`config.mk`:
```
export PLATFORM = sky130hd
export DESIGN_NAME = min_index_writer_flat
export DESIGN_NICKNAME = d
export VERILOG_FILES = /design/src/rtl/compress_pkg.sv /design/src/rtl/min_index_writer_if.sv /design/src/rtl/min2_sel.sv /design/src/rtl/min_index_writer.sv /design/src/flat_wrapper.sv
export SDC_FILE = /design/constraint.sdc
export NUM_CORES = 1
export LEC_CHECK = 0
export CAP_MARGIN = 20
export CORE_ASPECT_RATIO = 1.1
export CORE_MARGIN = 2
export CORE_UTILIZATION = 25
export DETAILED_ROUTE_END_ITERATION = 10
export PLACE_DENSITY = 0.5
export SYNTH_ARGS = -nofsm -noshare
export SYNTH_HDL_FRONTEND = slang
export SYNTH_SLANG_ARGS = --single-unit
```
`constraint.sdc`:
```
create_clock -name clk -period 6.7 [get_ports clk]
set_clock_uncertainty 0.05 [all_clocks]
set_input_delay 1.005 -clock clk [delete_from_list [all_inputs] [get_ports clk]]
set_output_delay 1.005 -clock clk [all_outputs]
set_load 0.01 [all_outputs]
```
`src/rtl/compress_pkg.sv`:
```
// Shared definitions for the compress controller and its downstream stages.
// Controller state codes, RAM geometry and the per-image write count.
package compress_pkg;

  typedef enum logic [1:0] {
    ST_IDLE      = 2'd0,
    ST_WR_WEIGHT = 2'd1,
    ST_WR_ANS    = 2'd2,
    ST_DONE      = 2'd3
  } ctrl_state_e;

  typedef enum logic [1:0] {
    S_IDLE,
    S_PASS,
    S_DRAIN,
    S_DONE
  } miw_state_e;

  localparam int unsigned RAM_AW    = 20;
  localparam int unsigned RAM_DW    = 24;
  localparam int unsigned N_VEC_DEF = 4096;
  localparam int unsigned CNT_W     = 13;
  localparam int unsigned IDX_W     = 3;
  localparam int unsigned LAT       = 3;

endpackage

```
`src/rtl/min_index_writer_if.sv`:
```
// Bundle between the compress controller (master) and min_index_writer (slave).
// Carries the distance vector, the controller's RAM2 write request and the fed-back results.
interface min_index_writer_if #(
  parameter int unsigned DIST_W = 16
);
  logic                                data_en;
  logic [DIST_W-1:0]                   dist0, dist1, dist2, dist3;
  logic [DIST_W-1:0]                   dist4, dist5, dist6, dist7;
  logic                                RAM2_WE_reg_in;
  logic [compress_pkg::RAM_AW-1:0]     RAM2_A_reg_in;
  logic [1:0]                          state_in;

  logic                                RAM2_WE_reg_out;
  logic [compress_pkg::RAM_AW-1:0]     RAM2_A_reg_out;
  logic [compress_pkg::RAM_DW-1:0]     RAM2_D;
  logic [1:0]                          state_out;
  logic [compress_pkg::CNT_W-1:0]      wr_count;
  logic                                err;

  modport master (
    output data_en, dist0, dist1, dist2, dist3, dist4, dist5, dist6, dist7,
    output RAM2_WE_reg_in, RAM2_A_reg_in, state_in,
    input  RAM2_WE_reg_out, RAM2_A_reg_out, RAM2_D, state_out, wr_count, err
  );

  modport slave (
    input  data_en, dist0, dist1, dist2, dist3, dist4, dist5, dist6, dist7,
    input  RAM2_WE_reg_in, RAM2_A_reg_in, state_in,
    output RAM2_WE_reg_out, RAM2_A_reg_out, RAM2_D, state_out, wr_count, err
  );
endinterface

```
`src/rtl/min2_sel.sv`:
```
// Two-input unsigned minimum with index passthrough.
// The "a" operand must carry the lower index: b wins only when strictly smaller.
module min2_sel #(
  parameter int unsigned DIST_W = 16,
  parameter int unsigned IDX_W  = 3
) (
  input  logic [DIST_W-1:0] a_dist,
  input  logic [IDX_W-1:0]  a_idx,
  input  logic [DIST_W-1:0] b_dist,
  input  logic [IDX_W-1:0]  b_idx,
  output logic [DIST_W-1:0] min_dist,
  output logic [IDX_W-1:0]  min_idx
);
  logic take_b;

  assign take_b   = b_dist < a_dist;
  assign min_dist = take_b ? b_dist : a_dist;
  assign min_idx  = take_b ? b_idx : a_idx;
endmodule

```
`src/rtl/min_index_writer.sv`:
```
// Argmin over 8 distances through a 3-level registered compare tree, writing the index to RAM2
// with the controller's WE/address/state re-timed alongside it.
module min_index_writer
  import compress_pkg::*;
#(
  parameter int unsigned DIST_W = 16,
  parameter int unsigned N_VEC  = N_VEC_DEF
) (
  input logic               clk,
  input logic               rst,
  min_index_writer_if.slave bus
);
  miw_state_e fsm_q;

  logic              in_en, in_we, wr;
  logic [DIST_W-1:0] dist_in [8];

  logic [DIST_W-1:0] l1_dist_d [4];
  logic [DIST_W-1:0] l1_dist_q [4];
  logic [IDX_W-1:0]  l1_idx_d  [4];
  logic [IDX_W-1:0]  l1_idx_q  [4];
  logic [DIST_W-1:0] l2_dist_d [2];
  logic [DIST_W-1:0] l2_dist_q [2];
  logic [IDX_W-1:0]  l2_idx_d  [2];
  logic [IDX_W-1:0]  l2_idx_q  [2];
  logic [DIST_W-1:0] unused_l3_dist;
  logic [IDX_W-1:0]  l3_idx;

  logic              v1_q, v2_q, we1_q, we2_q;
  logic [RAM_AW-1:0] a1_q, a2_q;
  logic [1:0]        st1_q, st2_q;

  // Once done, the controller's requests are ignored entirely.
  assign in_en = bus.data_en & (fsm_q != S_DONE);
  assign in_we = bus.RAM2_WE_reg_in & (fsm_q != S_DONE);
  assign wr    = v2_q & we2_q;

  assign dist_in[0] = bus.dist0;
  assign dist_in[1] = bus.dist1;
  assign dist_in[2] = bus.dist2;
  assign dist_in[3] = bus.dist3;
  assign dist_in[4] = bus.dist4;
  assign dist_in[5] = bus.dist5;
  assign dist_in[6] = bus.dist6;
  assign dist_in[7] = bus.dist7;

  for (genvar g = 0; g < 4; g++) begin : g_l1
    min2_sel #(.DIST_W(DIST_W), .IDX_W(IDX_W)) u_min (
      .a_dist  (dist_in[2*g]),
      .a_idx   (IDX_W'(2*g)),
      .b_dist  (dist_in[2*g+1]),
      .b_idx   (IDX_W'(2*g+1)),
      .min_dist(l1_dist_d[g]),
      .min_idx (l1_idx_d[g])
    );
  end

  for (genvar g = 0; g < 2; g++) begin : g_l2
    min2_sel #(.DIST_W(DIST_W), .IDX_W(IDX_W)) u_min (
      .a_dist  (l1_dist_q[2*g]),
      .a_idx   (l1_idx_q[2*g]),
      .b_dist  (l1_dist_q[2*g+1]),
      .b_idx   (l1_idx_q[2*g+1]),
      .min_dist(l2_dist_d[g]),
      .min_idx (l2_idx_d[g])
    );
  end

  min2_sel #(.DIST_W(DIST_W), .IDX_W(IDX_W)) u_l3 (
    .a_dist  (l2_dist_q[0]),
    .a_idx   (l2_idx_q[0]),
    .b_dist  (l2_dist_q[1]),
    .b_idx   (l2_idx_q[1]),
    .min_dist(unused_l3_dist),
    .min_idx (l3_idx)
  );

  always_ff @(posedge clk or posedge rst) begin
    if (rst) begin
      for (int i = 0; i < 4; i++) begin
        l1_dist_q[i] <= '0;
        l1_idx_q[i]  <= '0;
      end
      for (int i = 0; i < 2; i++) begin
        l2_dist_q[i] <= '0;
        l2_idx_q[i]  <= '0;
      end
      v1_q                <= 1'b0;
      v2_q                <= 1'b0;
      we1_q               <= 1'b0;
      we2_q               <= 1'b0;
      a1_q                <= '0;
      a2_q                <= '0;
      st1_q               <= '0;
      st2_q               <= '0;
      bus.RAM2_WE_reg_out <= 1'b0;
      bus.RAM2_A_reg_out  <= '0;
      bus.RAM2_D          <= '0;
      bus.wr_count        <= '0;
      bus.err             <= 1'b0;
    end else begin
      l1_dist_q           <= l1_dist_d;
      l1_idx_q            <= l1_idx_d;
      l2_dist_q           <= l2_dist_d;
      l2_idx_q            <= l2_idx_d;
      v1_q                <= in_en;
      v2_q                <= v1_q;
      we1_q               <= in_we;
      we2_q               <= we1_q;
      a1_q                <= bus.RAM2_A_reg_in;
      a2_q                <= a1_q;
      st1_q               <= bus.state_in;
      st2_q               <= st1_q;
      bus.RAM2_WE_reg_out <= wr;
      bus.RAM2_A_reg_out  <= a2_q;
      if (wr) begin
        bus.RAM2_D <= {{(RAM_DW-IDX_W){1'b0}}, l3_idx};
      end
      if (wr && bus.wr_count != '1) begin
        bus.wr_count <= bus.wr_count + 1'b1;
      end
      // Overrun still writes; it only flags the image as bad.
      if ((we2_q && !v2_q) || (wr && bus.wr_count == CNT_W'(N_VEC))) begin
        bus.err <= 1'b1;
      end
    end
  end

  // state_out shows state_in delayed to line up with RAM2 writes; done waits for an empty pipe.
  always_ff @(posedge clk or posedge rst) begin
    if (rst) begin
      fsm_q         <= S_IDLE;
      bus.state_out <= ST_IDLE;
    end else begin
      unique case (fsm_q)
        S_IDLE: begin
          bus.state_out <= ST_IDLE;
          if (bus.state_in != ST_IDLE) fsm_q <= S_PASS;
        end
        S_PASS: begin
          if (st2_q == ST_DONE) begin
            bus.state_out <= ST_WR_ANS;
            fsm_q         <= S_DRAIN;
          end else begin
            bus.state_out <= st2_q;
          end
        end
        S_DRAIN: begin
          if (!(in_en || v1_q || v2_q)) begin
            bus.state_out <= ST_DONE;
            fsm_q         <= S_DONE;
          end else begin
            bus.state_out <= ST_WR_ANS;
          end
        end
        S_DONE: begin
          bus.state_out <= ST_DONE;
        end
        default: begin
          bus.state_out <= ST_IDLE;
          fsm_q         <= S_IDLE;
        end
      endcase
    end
  end
endmodule

```
`src/flat_wrapper.sv`:
```
// flat-port wrapper written by rule: the top's interface ports become plain ports
module min_index_writer_flat import compress_pkg::*;
#(
  parameter int unsigned DIST_W = 16,
  parameter int unsigned N_VEC  = N_VEC_DEF
)
  (clk, rst, bus_data_en, bus_dist0, bus_dist1, bus_dist2, bus_dist3, bus_dist4, bus_dist5, bus_dist6, bus_dist7, bus_RAM2_WE_reg_in, bus_RAM2_A_reg_in, bus_state_in, bus_RAM2_WE_reg_out, bus_RAM2_A_reg_out, bus_RAM2_D, bus_state_out, bus_wr_count, bus_err);
  min_index_writer_if #(.DIST_W(DIST_W)) bus_i ();
  input logic clk;
  input logic rst;
  input wire logic [$bits(bus_i.data_en)-1:0] bus_data_en;
  input wire logic [$bits(bus_i.dist0)-1:0] bus_dist0;
  input wire logic [$bits(bus_i.dist1)-1:0] bus_dist1;
  input wire logic [$bits(bus_i.dist2)-1:0] bus_dist2;
  input wire logic [$bits(bus_i.dist3)-1:0] bus_dist3;
  input wire logic [$bits(bus_i.dist4)-1:0] bus_dist4;
  input wire logic [$bits(bus_i.dist5)-1:0] bus_dist5;
  input wire logic [$bits(bus_i.dist6)-1:0] bus_dist6;
  input wire logic [$bits(bus_i.dist7)-1:0] bus_dist7;
  input wire logic [$bits(bus_i.RAM2_WE_reg_in)-1:0] bus_RAM2_WE_reg_in;
  input wire logic [$bits(bus_i.RAM2_A_reg_in)-1:0] bus_RAM2_A_reg_in;
  input wire logic [$bits(bus_i.state_in)-1:0] bus_state_in;
  output wire logic [$bits(bus_i.RAM2_WE_reg_out)-1:0] bus_RAM2_WE_reg_out;
  output wire logic [$bits(bus_i.RAM2_A_reg_out)-1:0] bus_RAM2_A_reg_out;
  output wire logic [$bits(bus_i.RAM2_D)-1:0] bus_RAM2_D;
  output wire logic [$bits(bus_i.state_out)-1:0] bus_state_out;
  output wire logic [$bits(bus_i.wr_count)-1:0] bus_wr_count;
  output wire logic [$bits(bus_i.err)-1:0] bus_err;
  assign bus_i.data_en = bus_data_en;
  assign bus_i.dist0 = bus_dist0;
  assign bus_i.dist1 = bus_dist1;
  assign bus_i.dist2 = bus_dist2;
  assign bus_i.dist3 = bus_dist3;
  assign bus_i.dist4 = bus_dist4;
  assign bus_i.dist5 = bus_dist5;
  assign bus_i.dist6 = bus_dist6;
  assign bus_i.dist7 = bus_dist7;
  assign bus_i.RAM2_WE_reg_in = bus_RAM2_WE_reg_in;
  assign bus_i.RAM2_A_reg_in = bus_RAM2_A_reg_in;
  assign bus_i.state_in = bus_state_in;
  assign bus_RAM2_WE_reg_out = bus_i.RAM2_WE_reg_out;
  assign bus_RAM2_A_reg_out = bus_i.RAM2_A_reg_out;
  assign bus_RAM2_D = bus_i.RAM2_D;
  assign bus_state_out = bus_i.state_out;
  assign bus_wr_count = bus_i.wr_count;
  assign bus_err = bus_i.err;
  min_index_writer #(.DIST_W(DIST_W), .N_VEC(N_VEC)) u_core (.clk(clk), .rst(rst), .bus(bus_i));
endmodule
```
Word-level counts from Yosys, hierarchy flattened
Index checks and enable logic that the tools add are counted.

storage, ports and cells
  bits in registers = 200
  input port bits = 154
  output and inout port bits = 61
  word-level logic and storage cells = 79

operators by class
  add/sub/neg operators = 1
  magnitude comparators = 7
  equal/unequal tests = 10
  multiplexer cells = 20
  bitwise operators = 3
  reductions and logical operators = 11

operators by type and width
  kind                     number
  $lt A16 B16 Y1           7
  $mux W16                 6
  $add A13 B1 Y13 const B  1
  $eq A13 B13 Y1 const B   1
  $ne A13 B13 Y1 const B   1
  $mux W2                  5
  $pmux W2 S4              1
  $eq A2 B2 Y1 const B     3
  $mux W3                  2
  $pmux W2 S3              1
  $mux W1                  5
  $ne A2 B1 Y1 const B     2
  $ne A2 B2 Y1 const B     2
  $reduce_and A4 Y1        1
  $and A1 B1 Y1            3
  $logic_and A1 B1 Y1      3
  $logic_or A1 B1 Y1       3
  $reduce_bool A3 Y1       1
  $eq A2 B1 Y1 const B     1
  $logic_not A2 Y1         1
  $reduce_bool A2 Y1       1
  $logic_not A1 Y1         1

Depth between registers and ports, before layout
  depth after elaboration = 6
  depth in mapped cells = 9
  depth with buffers taken out = 7

Modules after synthesis
A second synthesis with hierarchy kept.

unflattened totals
  cell total of the unflattened synthesis = 804
  area, all modules = 10651.5 um^2

modules (own cells, without submodules)
  module            instances  cells each  area each (um^2)  sequential area each (um^2)
  min_index_writer  1          314         5886.9            5104.9
  min2_sel          7          70          680.7             0.0

Worst setup path after synthesis
Ideal clock, no wire load.

  kind = input to register
  start = in bus_dist2[7]
  end = reg u_core.l1_dist_q[38] in the netlist's numbering
  setup time = 125 ps
  data arrival time = 2678 ps
  data required time = 6525 ps
  slack = 3847 ps
  stages = 9
  buffers on the path = 2
  path through = inv_1 -> ha_1 -> and3_4 -> a221oi_2 -> o21ai_1 -> a211o_1 -> buf_6 -> buf_12 -> mux2_4

on the way
  longest elaborated chain between the ends = 2

RTL lines
  item                                        line                     RTL
  from (decl)                                 flat_wrapper.sv:14       input wire logic [$bits(bus_i.dist2)-1:0] bus_dist2;
  $lt A16 B16 Y1                              min2_sel.sv:16           assign take_b = b_dist < a_dist;
  $mux W16                                    min2_sel.sv:17           assign min_dist = take_b ? b_dist : a_dist;
  named net u_core.g_l1[1].u_min.min_dist[6]  min2_sel.sv:11           output logic [DIST_W-1:0] min_dist,
  to (signal assigned)                        min_index_writer.sv:102  l1_dist_q <= l1_dist_d;
  to (decl)                                   min_index_writer.sv:19   logic [DIST_W-1:0] l1_dist_q [4];

The timed path passes the listed nets, and every way through them passes these cells.
A chain may end at the register's enable or synchronous reset.

Worst setup path after layout
  start = in bus_dist6[6]
  end = reg u_core.l1_dist_q[4] in the netlist's numbering

on the way
  longest elaborated chain between the ends = 2

RTL lines
  item                                        line                RTL
  from (decl)                                 flat_wrapper.sv:18  input wire logic [$bits(bus_i.dist6)-1:0] bus_dist6;
  $lt A16 B16 Y1                              min2_sel.sv:16
  $mux W16                                    min2_sel.sv:17
  named net u_core.g_l1[3].u_min.min_dist[4]  min2_sel.sv:11

The timed path passes the listed nets, and every way through them passes these cells.

==> results.txt <==
Filler cells: 3826
Detailed-route wire length: 22.11 mm
Via count: 6158
Setup TNS: 0 ns
Vias per cell: 4.116
Final hold viol count: 0
Adder-Cell Fraction of Synth Area: 14.61%
Worst EP arrival: 3.60 ns
Hpwl dp: 16.94 mm
# nets final: 1250
Crit path capture type: flop
Synth top area cells: dfrtp_1 51%, ha_1 15%, mux2_2 7.3%
Layout cell share with drive strength beyond 1: 14.86%
Max-cap viol count: 0
Power Total: 3.279 mW
Worst min-delay path startpoint: u_core.a1_q[11]
P_leak: 5.975 nW
YS warnings: 0
Initial antenna violation count: 1
Slew Viols, Final: 0
Mapped cell area: 9678 um^2
DP Area: 12040 um^2
CTS Buf Count: 17
Global route overflow: 0
Min-Delay Endpoint: u_core.a2_q[11]
Status: finished clean
Largest net degree at the start of global routing: 148
Antenna cell count: 0
Detailed Route Iter0 Violations: 198
Max-slew headroom: 31.43%
Cts hold-fix bufs: 0
Hold/Removal Path Class: reg -> reg
Cells after Synth: 780
Maximum root-to-sink buffer count: 2
Buffers on Ports: 193
Synth Area in Simple Gates: 5.663%
Setup violators final: 0
CTS H-tree lvls: 4
Core ar.: 38190 um^2
Vias in the first global route: 6546
Cell Chain, Critical Path: clkdlybuf4s50_1 > inv_1 > ha_1 > and3_4 > o211ai_1 > o21ai_1 > a211o_1 > mux2_2
Max frequency: 301.0 MHz
Multi-input logic area: 4116 um^2
CTS tree: built
Slew of the pin with the lowest slew margin: 1.025 ns
Most common flop cell mapped by yosys: dfrtp_1
RSZ-0062 raised after global routing: false
Die W: 191.6 um
Worst r2r dst: u_core.l2_dist_q[11]
Setup Fix Bufs, Post-CTS: 0
Tmin final: 3.322 ns
Path type of the worst setup path: in -> reg
Routed wire per std cell: 14.78 um
Worst-path clk slew: 0.07 ns
Worst R2R Path Depth: 7
Crit Path Max Fanout: 17
Synthesized flop and latch total: 196
Hold Path Depth: 0
P per Cell Area: 259.2 nW/um^2
Routability congestion estimate: 0.7595
WHS: 0.3000 ns
FP Rows: 75
R2R setup slack: 3.91 ns
Die ar.: 40300 um^2
Worst EP required: 6.98 ns
Compound-Gate Fraction of Synth Area: 7.473%
Multiplexer area fraction after synthesis: 13.12%
Clk root buf: clkbuf_16
Sink Count: 196
IO Count: 215
GR Util All Layers: 11.44%
VDD IR-drop max: 0.1480 mV
Layout Cell Area excl Fill: 12650 um^2
Synth top area share: 50.68%
Asr flop ratio synth: 100.0%
Resized Gates After CTS: 0
Later-pin clock latency in the skew report: 0.45 ns
Area grow syn2layout: 30.73%
Die Y: 210.4 um
Remaining DRCs: 0
Slowest cell on crit path: a211o_1
Final worst path period share: 49.58%
Startpoint Class: primary input
Register area share after synthesis: 50.68%
Syn avg cell area: 12.41 um^2
Initial core utilization: 25.34%
First-pass GRT wire length: 35.18 mm
Largest family of logic cells by synthesized area: adder cells
DRT Pass-1 Iters: 4
CP max stage delay: 0.79 ns
ANT nets after route: 0
Number of synthesized flops with an enable pin: 0
Util after Layout: 33.13%
Netlist cell types: 49
Leading area contributor after synthesis: dfrtp_1
RR Startpoint: u_core.l1_dist_q[31]
Flip-flop and latch area: 4905 um^2
Post-Synth XOR/XNOR Area: 0.8145%
area by class of cell:
cell class	instances	area share (%)
clock buffers	17	3.362
flip-flops and latches	196	38.77
well taps	500	4.945
repair buffers	196	15.66
clock inverters	15	1.137
inverters	119	3.590
multi-input cells	453	32.54
flip-flops by register name (all words and copies together) (netlist names):
| signal | cells |
|---|---|
| u_core.bus.RAM2_D | 3 |
| u_core.bus.wr_count | 13 |
| u_core.l2_dist_q | 32 |
| u_core.bus.state_out | 2 |
| u_core.l1_idx_q | 5 |
| u_core.l1_dist_q | 64 |
| u_core.v2_q | 1 |
| u_core.l2_idx_q | 5 |
| u_core.fsm_q | 2 |
| u_core.v1_q | 1 |
| u_core.bus.RAM2_A_reg_out | 20 |
| u_core.st1_q | 2 |
| u_core.bus.err | 1 |
| u_core.we2_q | 1 |
| u_core.a1_q | 20 |
| u_core.we1_q | 1 |
| u_core.st2_q | 2 |
| u_core.a2_q | 20 |
| u_core.bus.RAM2_WE_reg_out | 1 |
logic make-up (layout without fill, tap and decap cells):
group                      after synthesis  count (layout)
DFF                                    196             196
and+or+nand+nor                        103             103
muxes                                  101             101
adders and majority gates              113             113
buffers and inverters                  151             347
xor gates and xnor gates                 9               9
AOI/OAI and AO/OA                      105             105
other                                    2              22
cell usage in the layout (no fill, tap or decap), types with 12 or more instances in the layout:
cell	n
inv_1	117
clkdlybuf4s50_1	193
a21oi_1	34
dfrtp_1	196
mux2_4	36
ha_1	113
nor2_1	15
o21ai_0	14
conb_1	22
mux2_2	63
nand3_1	14
a21o_1	12
nand2_1	30
nand4_1	13
clkbuf_16	17
report_power, final:
part	switching (mW)	internal [mW]
Sequential	0.0935	1.35
Combinational	0.390	0.451
Clock	0.505	0.493
cells in the mapped netlist (12+ instances only):
master	n
a21o_1	12
a21oi_1	34
buf_4	21
dfrtp_1	196
ha_1	113
inv_1	118
mux2_2	63
mux2_4	36
nand2_1	30
nand3_1	14
nand4_1	13
nor2_1	15
o21ai_0	14
worst max path at each step:
stage                       startpoint                    to  slack [ns]  cells past startpoint
after global placement    bus_dist2[7]  u_core.l1_dist_q[34]        2.89                      8
after detailed placement  bus_dist6[6]   u_core.l1_dist_q[5]        2.88                      8
after CTS                 bus_dist6[6]   u_core.l1_dist_q[5]        3.37                      8
after floorplan                    rst        u_core.a1_q[0]        0.30                      1
final                     bus_dist6[6]   u_core.l1_dist_q[4]        3.38                      8
after global routing      bus_dist2[7]  u_core.l1_dist_q[33]        3.26                      8
layer usage:
metal	share of wire (%)	wire [um]	vias up	global-route usage, %
met1	42	9232	2964	13.17
met5	0.059	13	-	0
met4	1.7	374	2	3.899
li1	-	-	3040	-
met3	5.0	1115	19	3.014
met2	51	11380	133	20.39
stage by stage:
step / std cells / setup WS (ns)
2_1_floorplan: 800 / 0.3044
3_3_place_gp: 1462 / 2.891
3_5_place_dp: 1462 / 2.881
4_1_cts: 1494 / 3.371
5_1_grt: 1496 / 3.257
6_report: 1496 / 3.378
worst max-delay path, delay by kind of cell:
kind | cells | cell delay [ns]
compound gates | 3 | 1.12
buf+inv | 2 | 0.56
mux | 1 | 0.43
fa+ha+maj | 1 | 0.29
simple gates | 1 | 0.19
(Power assumes the default switching activity.)
